[src/rtl/calc_entry_fsm.sv]
// calc_entry_fsm
//
// Sequencer for keypad calculator entry and arithmetic. It takes one-cycle key
// events from the keypad decoder and uses them to:
//   - build up two multi-digit decimal operands,
//   - latch the operator,
//   - compute a signed result on '='.
// It also drives the registered value that the display driver shows.
//
// Ports:
//   clk            system clock, rising edge
//   reset          asynchronous, active-low reset
//   key_valid      one-cycle strobe qualifying key_code
//   key_code[3:0]  0-9 digit, 10 '+', 11 '-', 12 '*', 13 clear, 14 '=', 15 ignored
//   key_ready      high whenever a key will be accepted (low only in EXEC)
//   display_value  registered signed value for the display
//   result_valid   one-cycle pulse when a new result is registered
//   error          high while the result has overflowed (ERR state)
//   state[2:0]     current FSM state encoding, for debug
module calc_entry_fsm #(
  parameter int DATA_W     = 32,
  parameter int MAX_DIGITS = 4,
  parameter int MAX_MAG    = 99_999_999
) (
  input  logic                     clk,
  input  logic                     reset,
  input  logic                     key_valid,
  input  logic [3:0]               key_code,
  output logic                     key_ready,
  output logic signed [DATA_W-1:0] display_value,
  output logic                     result_valid,
  output logic                     error,
  output logic [2:0]               state
);

  typedef enum logic [2:0] {
    S_FIRST  = 3'd0,
    S_OP     = 3'd1,
    S_SECOND = 3'd2,
    S_EXEC   = 3'd3,
    S_RESULT = 3'd4,
    S_ERR    = 3'd5
  } state_e;

  localparam int WIDE_W = 2 * DATA_W;
  localparam logic signed [DATA_W-1:0] TEN       = DATA_W'(10);
  localparam logic signed [WIDE_W-1:0] MAX_MAG_W = WIDE_W'(MAX_MAG);
  localparam logic signed [WIDE_W-1:0] MIN_MAG_W = -MAX_MAG_W;

  // Operator select encoding: 0 add, 1 subtract, 2 multiply.
  function automatic logic [1:0] op_of(input logic [3:0] k);
    case (k)
      4'd11:   return 2'd1;
      4'd12:   return 2'd2;
      default: return 2'd0;
    endcase
  endfunction

  state_e                    state_q, state_d;
  logic signed [DATA_W-1:0]  op_a_q, op_a_d;
  logic signed [DATA_W-1:0]  op_b_q, op_b_d;
  logic signed [DATA_W-1:0]  result_q, result_d;
  logic signed [DATA_W-1:0]  display_q, display_d;
  logic [1:0]                op_sel_q, op_sel_d;
  logic [2:0]                digit_cnt_q, digit_cnt_d;
  logic                      result_valid_q, result_valid_d;

  logic                      accept;
  logic                      is_digit, is_op, is_clear, is_eq;
  logic                      room_for_digit;
  logic signed [DATA_W-1:0]  digit_val;
  logic signed [WIDE_W-1:0]  a_w, b_w, calc_w;
  logic                      overflow;

  assign key_ready = (state_q != S_EXEC);
  assign accept    = key_valid && key_ready;

  assign is_digit = (key_code <= 4'd9);
  assign is_op    = (key_code == 4'd10) || (key_code == 4'd11) || (key_code == 4'd12);
  assign is_clear = (key_code == 4'd13);
  assign is_eq    = (key_code == 4'd14);

  assign digit_val      = signed'({{(DATA_W-4){1'b0}}, key_code});
  assign room_for_digit = (int'(digit_cnt_q) < MAX_DIGITS);

  // Arithmetic is done at double width so that the overflow test sees the
  // true value, not one that has wrapped in DATA_W bits.
  assign a_w = {{DATA_W{op_a_q[DATA_W-1]}}, op_a_q};
  assign b_w = {{DATA_W{op_b_q[DATA_W-1]}}, op_b_q};

  always_comb begin
    case (op_sel_q)
      2'd0:    calc_w = a_w + b_w;
      2'd1:    calc_w = a_w - b_w;
      default: calc_w = a_w * b_w;
    endcase
  end

  assign overflow = (calc_w > MAX_MAG_W) || (calc_w < MIN_MAG_W);

  always_comb begin
    state_d        = state_q;
    op_a_d         = op_a_q;
    op_b_d         = op_b_q;
    result_d       = result_q;
    op_sel_d       = op_sel_q;
    digit_cnt_d    = digit_cnt_q;
    result_valid_d = 1'b0;
    display_d      = display_q;

    // Clear can only be accepted outside EXEC, and it means the same thing
    // in every state that can accept it.
    if (accept && is_clear) begin
      state_d     = S_FIRST;
      op_a_d      = '0;
      op_b_d      = '0;
      result_d    = '0;
      op_sel_d    = '0;
      digit_cnt_d = '0;
    end else begin
      case (state_q)
        S_FIRST: begin
          if (accept && is_digit) begin
            if (room_for_digit) begin
              op_a_d      = op_a_q * TEN + digit_val;
              digit_cnt_d = digit_cnt_q + 3'd1;
            end
          end else if (accept && is_op) begin
            op_sel_d = op_of(key_code);
            state_d  = S_OP;
          end
        end
        S_OP: begin
          if (accept && is_digit) begin
            op_b_d      = digit_val;
            digit_cnt_d = 3'd1;
            state_d     = S_SECOND;
          end else if (accept && is_op) begin
            op_sel_d = op_of(key_code);
          end
        end
        S_SECOND: begin
          if (accept && is_digit) begin
            if (room_for_digit) begin
              op_b_d      = op_b_q * TEN + digit_val;
              digit_cnt_d = digit_cnt_q + 3'd1;
            end
          end else if (accept && is_eq) begin
            state_d = S_EXEC;
          end
        end
        S_EXEC: begin
          if (overflow) begin
            state_d = S_ERR;
          end else begin
            result_d       = signed'(calc_w[DATA_W-1:0]);
            result_valid_d = 1'b1;
            state_d        = S_RESULT;
          end
        end
        S_RESULT: begin
          if (accept && is_digit) begin
            op_a_d      = digit_val;
            digit_cnt_d = 3'd1;
            state_d     = S_FIRST;
          end else if (accept && is_op) begin
            op_a_d   = result_q;
            op_sel_d = op_of(key_code);
            state_d  = S_OP;
          end
        end
        default: ; // ERR: only clear leaves, and clear is handled above
      endcase
    end

    // The display register follows the state being entered, so it changes
    // in the same cycle as the operands and the result.
    case (state_d)
      S_FIRST, S_OP: display_d = op_a_d;
      S_SECOND:      display_d = op_b_d;
      S_RESULT:      display_d = result_d;
      S_EXEC:        display_d = display_q;
      default:       display_d = '0;
    endcase
  end

  always_ff @(posedge clk or negedge reset) begin
    if (!reset) begin
      state_q        <= S_FIRST;
      op_a_q         <= '0;
      op_b_q         <= '0;
      result_q       <= '0;
      op_sel_q       <= '0;
      digit_cnt_q    <= '0;
      result_valid_q <= 1'b0;
      display_q      <= '0;
    end else begin
      state_q        <= state_d;
      op_a_q         <= op_a_d;
      op_b_q         <= op_b_d;
      result_q       <= result_d;
      op_sel_q       <= op_sel_d;
      digit_cnt_q    <= digit_cnt_d;
      result_valid_q <= result_valid_d;
      display_q      <= display_d;
    end
  end

  assign display_value = display_q;
  assign result_valid  = result_valid_q;
  assign error         = (state_q == S_ERR);
  assign state         = state_q;

endmodule
[config.mk]
export PLATFORM = sky130hd
export DESIGN_NAME = calc_entry_fsm
export DESIGN_NICKNAME = d
export VERILOG_FILES = /design/src/rtl/calc_entry_fsm.sv
export SDC_FILE = /design/constraint.sdc
export NUM_CORES = 2
export LEC_CHECK = 0
export ABC_AREA = 1
export BUFFER_PORTS_ARGS = -buffer_cell sky130_fd_sc_hd__buf_2
export CAP_MARGIN = 10
export CORE_UTILIZATION = 51
export CTS_CLUSTER_DIAMETER = 150
export DETAILED_ROUTE_END_ITERATION = 12
export HOLD_SLACK_MARGIN = 0.03
export PLACE_DENSITY = 0.65
export SYNTH_ARGS = -nofsm -noshare
export SYNTH_HDL_FRONTEND = slang
export SYNTH_SLANG_ARGS = --single-unit
[constraint.sdc]
create_clock -name clk -period 9.65 [get_ports clk]
set_input_delay 1.93 -clock clk [delete_from_list [all_inputs] [get_ports clk]]
set_output_delay 1.93 -clock clk [all_outputs]
set_load 0.01 [all_outputs]
Word-level counts from Yosys, hierarchy flattened
Cells that the tools add are included.
{"block": "totals", "regBits": 137, "output_inout_bits": 38, "wordCells": 98}
{"block": "classes", "n_addsub": 5, "n_mul": 3, "magnitude_cmp": 4, "eq_ne": 20, "n_mux": 38, "n_reduce_logical": 20}
{"cell": "$mux 32", "count": 12}
{"cell": "$pmux 32 s2", "count": 2}
{"cell": "$pmux 32 s4", "count": 1}
{"cell": "$pmux 64 s2", "count": 1}
{"cell": "$add 32x5->32", "count": 2}
{"cell": "$gt 64x28->1 const B", "count": 1}
{"cell": "$lt 64x28->1 const B", "count": 1}
{"cell": "$mul 32x32->64", "count": 1}
{"cell": "$mul 32x4->31 const B", "count": 2}
{"cell": "$add 32x32->33", "count": 1}
{"cell": "$mux 3", "count": 11}
{"cell": "$sub 32x32->33", "count": 1}
{"cell": "$eq 4x4->1 const B", "count": 5}
{"cell": "$pmux 3 s5", "count": 1}
{"cell": "$eq 3x2->1 const B", "count": 4}
{"cell": "$eq 3x3->1 const B", "count": 3}
{"cell": "$ne 3x1->1 const B", "count": 3}
{"cell": "$mux 2", "count": 4}
{"cell": "$eq 3x1->1 const B", "count": 2}
{"cell": "$logic_not 3->1", "count": 2}
{"cell": "$pmux 3 s2", "count": 1}
{"cell": "$reduce_or 2->1", "count": 3}
{"cell": "$logic_and 1x1->1", "count": 5}
{"cell": "$le 4x4->1 const B", "count": 1}
{"cell": "other kinds (14)", "count": 20}

Longest topological paths before layout
{"block": "depth", "depth_word": 11, "ltp_mapped": 49, "ltp_nobuf": 46}

Worst setup path before layout
OpenSTA, ideal clock, no wires.
{"block": "synth_path", "path_type": "register to register", "from": "register op_a_q[31]", "to": "register display_q[25] (netlist: display_value[25])", "setup_time_ps": 130, "t_arrival_ps": 8504, "t_required_ps": 9520, "path_slack_ps": 1016, "path_stages_with_launch": 41, "path_buffers": 4, "synth_period_minus_slack_ps": 8634, "path_cell_list": "dfrtp_1 > clkbuf_1 > clkbuf_1 > nand2_1 > inv_1 > fa_1 > fa_1 > fa_1 > inv_1 > fa_1 > inv_1 > fa_1 > fa_1 > inv_1 > fa_1 > inv_1 > fa_1 > ha_1 > [... 5 more ...] > nor2_1 > nand2_1 > nand4_1 > nand3_1 > o21ai_0 > nand2_1 > nor2_1 > nand2_1 > nor2_1 > nand2_1 > nand3_4 > nand2_4 > buf_6 > buf_12 > nor2_4 > nor2_2 > nand2_1 > nand4_1"}
{"block": "synth_between", "elab_cells_between_ends": 20}
{"item": "start, declared", "line_no": "60", "text": "logic signed [DATA_W-1:0] op_a_q, op_a_d;"}
{"item": "start signal, assigned", "line_no": "199", "text": "op_a_q <= op_a_d;"}
{"item": "$mul 32x32->64, or another cell as far along", "line_no": "95", "text": "default: calc_w = a_w * b_w;"}
{"item": "$pmux 64 s2 (*)", "line_no": "92", "text": "case (op_sel_q)"}
{"item": "$gt 64x28->1 / $lt 64x28->1 (equally long branches)", "line_no": "99", "text": "assign overflow = (calc_w > MAX_MAG_W) || (calc_w < MIN_MAG_W);"}
{"item": "$logic_or 1x1->1 (*)", "line_no": "99"}
{"item": "$mux 32 (*)", "line_no": "153", "text": "if (overflow) begin"}
{"item": "$mux 32 (*)", "line_no": "121", "text": "case (state_q)"}
{"item": "$mux 32 (*)", "line_no": "113", "text": "if (accept && is_clear) begin"}
{"item": "via result_d[25]", "line_no": "62", "text": "logic signed [DATA_W-1:0] result_q, result_d;"}
{"item": "$pmux 32 s4 (*)", "line_no": "178", "text": "case (state_d)"}
{"item": "end signal, assigned", "line_no": "205", "text": "display_q <= display_d;"}
{"item": "end, declared", "line_no": "63", "text": "logic signed [DATA_W-1:0] display_q, display_d;"}
Mark *: on every way through the listed nets, which the timed path passes. The rest lies on a longest branch.
A chain may end at the register's enable or synchronous reset.

Worst setup path after layout
{"block": "layout_path", "from": "register op_b_q[3]", "to": "register display_q[5] (netlist: display_value[5])"}
{"block": "layout_between", "elab_cells_between_ends": 26}
{"item": "start, declared", "line_no": "61", "text": "logic signed [DATA_W-1:0] op_b_q, op_b_d;"}
{"item": "start signal, assigned", "line_no": "200", "text": "op_b_q <= op_b_d;"}
{"item": "$mul 32x32->64, or another cell as far along", "line_no": "95"}
{"item": "$pmux 64 s2 (*)", "line_no": "92"}
{"item": "$gt 64x28->1 / $lt 64x28->1 (equally long branches)", "line_no": "99"}
{"item": "$logic_or 1x1->1", "line_no": "99"}
{"item": "$mux 32 (*)", "line_no": "153"}
{"item": "$mux 32 (*)", "line_no": "121"}
{"item": "$mux 32 (*)", "line_no": "113"}
{"item": "via result_d[5]", "line_no": "62"}
{"item": "$pmux 32 s4 (*)", "line_no": "178"}
Marked as above.

==> impl_metrics.xml <==
<?xml version="1.0" encoding="UTF-8"?>
<metrics>
  <group name="floorplanning">
    <metric name="die-width" unit="um">341</metric>
    <metric name="die-area" unit="mm2">0.116</metric>
    <metric name="row_count" unit="">123</metric>
    <metric name="ios" unit="">45</metric>
    <metric name="coreArea" unit="mm2">0.113</metric>
    <metric name="initial_core_util" unit="%">51.7</metric>
    <metric name="floorplan.die.height" unit="um">341</metric>
  </group>
  <group name="synth">
    <metric name="synth.avg_cell_area" unit="um2">6.90</metric>
    <metric name="number_of_cells_produced_by_synthesis" unit="">8480</metric>
    <metric name="synth.cells.most_frequent" unit="">nand2_1, inv_1, fa_1</metric>
    <metric name="synth-async-reset-ratio" unit="%">100</metric>
    <metric name="dominantRegCellSynth" unit="">dfrtp_1</metric>
    <metric name="synth_top_cell_by_area" unit="">fa_1</metric>
    <metric name="synth.ff_latch_count" unit="">137</metric>
    <metric name="yosysMostFrequentCell" unit="">nand2_1</metric>
    <metric name="netlist_area" unit="mm2">0.0585</metric>
    <metric name="syn_nets" unit="">9941</metric>
    <metric name="yosysWarnings" unit="">0</metric>
    <metric name="yosysSeqAreaShare" unit="%">5.86</metric>
    <metric name="synth_enable_flop_cells" unit="">0</metric>
    <metric name="synth_cell_type_count" unit="">54</metric>
    <metric name="synth_largest_type_area_fraction" unit="%">37.2</metric>
    <metric name="synth.area.top_cells" unit="">fa_1, nand2_1, inv_1</metric>
  </group>
  <group name="clock_tree">
    <metric name="holdBufCountCts" unit="">0</metric>
    <metric name="cts_resized" unit="">0</metric>
    <metric name="cts_setup_buffers" unit="">0</metric>
    <metric name="clk-insertion-delay-late" unit="ps">470</metric>
    <metric name="cts-root-buf" unit="">clkbuf_16</metric>
    <metric name="clock-sinks" unit="">137</metric>
    <metric name="htree_levels" unit="">4</metric>
    <metric name="clock_path_buffers" unit="">2</metric>
    <metric name="numCtsBuffers" unit="">17</metric>
    <metric name="cts.clk_slew.worst_paths" unit="ps">90</metric>
    <metric name="tritoncts" unit="">built</metric>
  </group>
  <group name="critical_path">
    <metric name="worst_ep_arrival_time" unit="ps">9750</metric>
    <metric name="worst-path-buf-inv" unit="">11</metric>
    <metric name="critical_path_peak_fanout" unit="">20</metric>
    <metric name="cpMostUsedCell" unit="">nand2_1</metric>
    <metric name="kind_of_cell_adding_the_most_delay_to_the_critical_path" unit="">adder cells</metric>
    <metric name="end_kind" unit="">register</metric>
    <metric name="cp-start-kind" unit="">register</metric>
    <metric name="crit_type" unit="">register to register</metric>
    <metric name="required" unit="ps">10030</metric>
    <metric name="cpPeakStageDelay" unit="ps">640</metric>
    <metric name="critical-path-slowest-cell" unit="">o21ai_0</metric>
  </group>
  <group name="timing">
    <metric name="tightest_slew" unit="ps">1260</metric>
    <metric name="drv_slew" unit="">0</metric>
    <metric name="grt_setup_unrepaired" unit="">false</metric>
    <metric name="min_period" unit="ps">9370</metric>
    <metric name="layout_worst_path_cycle_share" unit="%">97.1</metric>
    <metric name="finalHoldViolations" unit="">0</metric>
    <metric name="timing.max_slew.rel_slack" unit="%">16.3</metric>
    <metric name="clock.fmax" unit="GHz">0.107</metric>
    <metric name="setup_viol" unit="">0</metric>
    <metric name="hold-worst-slack" unit="ps">508</metric>
    <metric name="worst_clock_skew" unit="ps">28.2</metric>
    <metric name="final.setup.worst_slack" unit="ps">281</metric>
    <metric name="fin_setup_tns" unit="ps">0</metric>
  </group>
  <group name="placed_design">
    <metric name="gp_congestion" unit="">1.04</metric>
    <metric name="place.detailed.hpwl" unit="um">195000</metric>
    <metric name="portBuffers" unit="">44</metric>
    <metric name="pre_cts_slack" unit="ps">183</metric>
  </group>
  <group name="route">
    <metric name="detail_route.drc_violations" unit="">0</metric>
    <metric name="vias_per_cell" unit="">5.50</metric>
    <metric name="drt_pass1_iterations" unit="">9</metric>
    <metric name="detailroute.via_count" unit="">54900</metric>
    <metric name="wl_per_cell" unit="um">23.1</metric>
    <metric name="drt_first_iter_violations" unit="">5334</metric>
    <metric name="drt_wl_total" unit="um">230000</metric>
    <metric name="ant_nets" unit="">0</metric>
  </group>
  <group name="global_routing">
    <metric name="grt_start_max_net_pins" unit="">73</metric>
    <metric name="first_pass_grt_wire_length" unit="um">346000</metric>
    <metric name="grt.overflow.total" unit="">0</metric>
    <metric name="grt_antenna_before_repair" unit="">9</metric>
    <metric name="gr-usage-all-layers" unit="%">40.2</metric>
    <metric name="grt_pass1_vias" unit="">54600</metric>
  </group>
  <group name="final_layout">
    <metric name="num-nets-final" unit="">9929</metric>
    <metric name="flow.area_growth_from_synthesis" unit="%">6.58</metric>
    <metric name="final_util" unit="%">55.1</metric>
    <metric name="drive_gt1_share" unit="%">5.73</metric>
  </group>
  <group name="min_path">
    <metric name="min-delay-path-class" unit="">register to register</metric>
  </group>
  <group name="flow_run">
    <metric name="max_cap_viol_count" unit="">0</metric>
  </group>
  <group name="run_status">
    <metric name="outcome" unit="">complete, no violations</metric>
  </group>
</metrics>
-- layout by cell type (no fill, tap or decap), types with 15 or more instances in the layout --
cell type / n
nand3b_1: 16
nor2_4: 20
xor2_1: 43
buf_12: 32
nand3_1: 402
nor2_1: 463
o21ai_0: 168
nand2_1: 2502
dfrtp_2: 22
buf_4: 244
fa_1: 1086
nor2_2: 25
a21oi_1: 279
dfrtp_1: 111
inv_2: 21
inv_1: 2193
buf_2: 43
ha_1: 366
nor4_1: 15
clkbuf_16: 17
o21bai_1: 22
nor3_1: 45
o211ai_1: 17
nand4_1: 122
xnor2_1: 27
-- state kept, by name, indices dropped and copies added (netlist names) --
register       flops
op_b_q            32
state              3
result_q          32
op_sel_q           2
display_value     32
digit_cnt_q        3
op_a_q            32
result_valid       1
-- cell families (layout without fill, tap and decap cells) --
group           after synthesis  after routing  share of synthesized area (%)
flops                       137            137                           5.86
simple gates               3667           3667                           25.8
buf+inv                    2575           2576                           16.7
fa+ha+maj                  1454           1454                           45.1
compound gates              577            577                           5.48
other cells                   0              7                              0
xor+xnor                     70             70                           1.05
-- stage by stage --
step | instance area, um2 | std cells
6_report | 62400 | 9988
4_1_cts | 62300 | 9981
3_3_place_gp | 61700 | 9948
3_5_place_dp | 61700 | 9949
5_1_grt | 62300 | 9981
2_1_floorplan | 58500 | 8480
-- path summary, 6_finish.rpt --
kind                                               start                            end  slack (ps)  cells past startpoint
setup / recovery                     op_b_q[3]$_DFF_PN0_   display_value[5]$_DFFE_PN0P_         280                     42
setup reg to reg                     op_b_q[3]$_DFF_PN0_   display_value[5]$_DFFE_PN0P_         280                     42
hold / removal             display_value[19]$_DFFE_PN0P_  display_value[19]$_DFFE_PN0P_         510                      2
max in group asynchronous                          reset           op_b_q[12]$_DFF_PN0_        6480                      2
min in group asynchronous                          reset             state[2]$_DFF_PN0_        1430                      1
hold reg to reg            display_value[19]$_DFFE_PN0P_  display_value[19]$_DFFE_PN0P_         510                      2
-- layer usage --
metal  part of all wire [%]  vias to the layer above  global-route usage [%]
li1                       -                    24800                       -
met1                     42                    27100                    56.7
met2                     43                     2654                    60.5
met3                     11                      413                    9.15
met4                    4.3                        6                    14.3
met5                  0.023                        -                       0
-- worst reg2reg max path, delay by kind of cell, from the launching register on --
kind	cells	cell delay, ps
compound gates	1	640
buf+inv	11	1540
fa+ha+maj	9	3860
flops	1	390
simple gates	21	2810
-- layout make-up --
| class | instances | area (um2) |
|---|---|---|
| well taps | 1500 | 1880 |
| clock buffers | 18 | 429 |
| diodes | 7 | 17.5 |
| repair buffers | 321 | 2710 |
| multi-input cells | 5768 | 45300 |
| fillers | 11200 | 50800 |
| flip-flops and latches | 137 | 3470 |
| inverters | 2223 | 8350 |
| clock inverters | 14 | 159 |
Power is not shown: default switching activity piles up to over one toggle a cycle in this logic, so the estimate is an artifact.
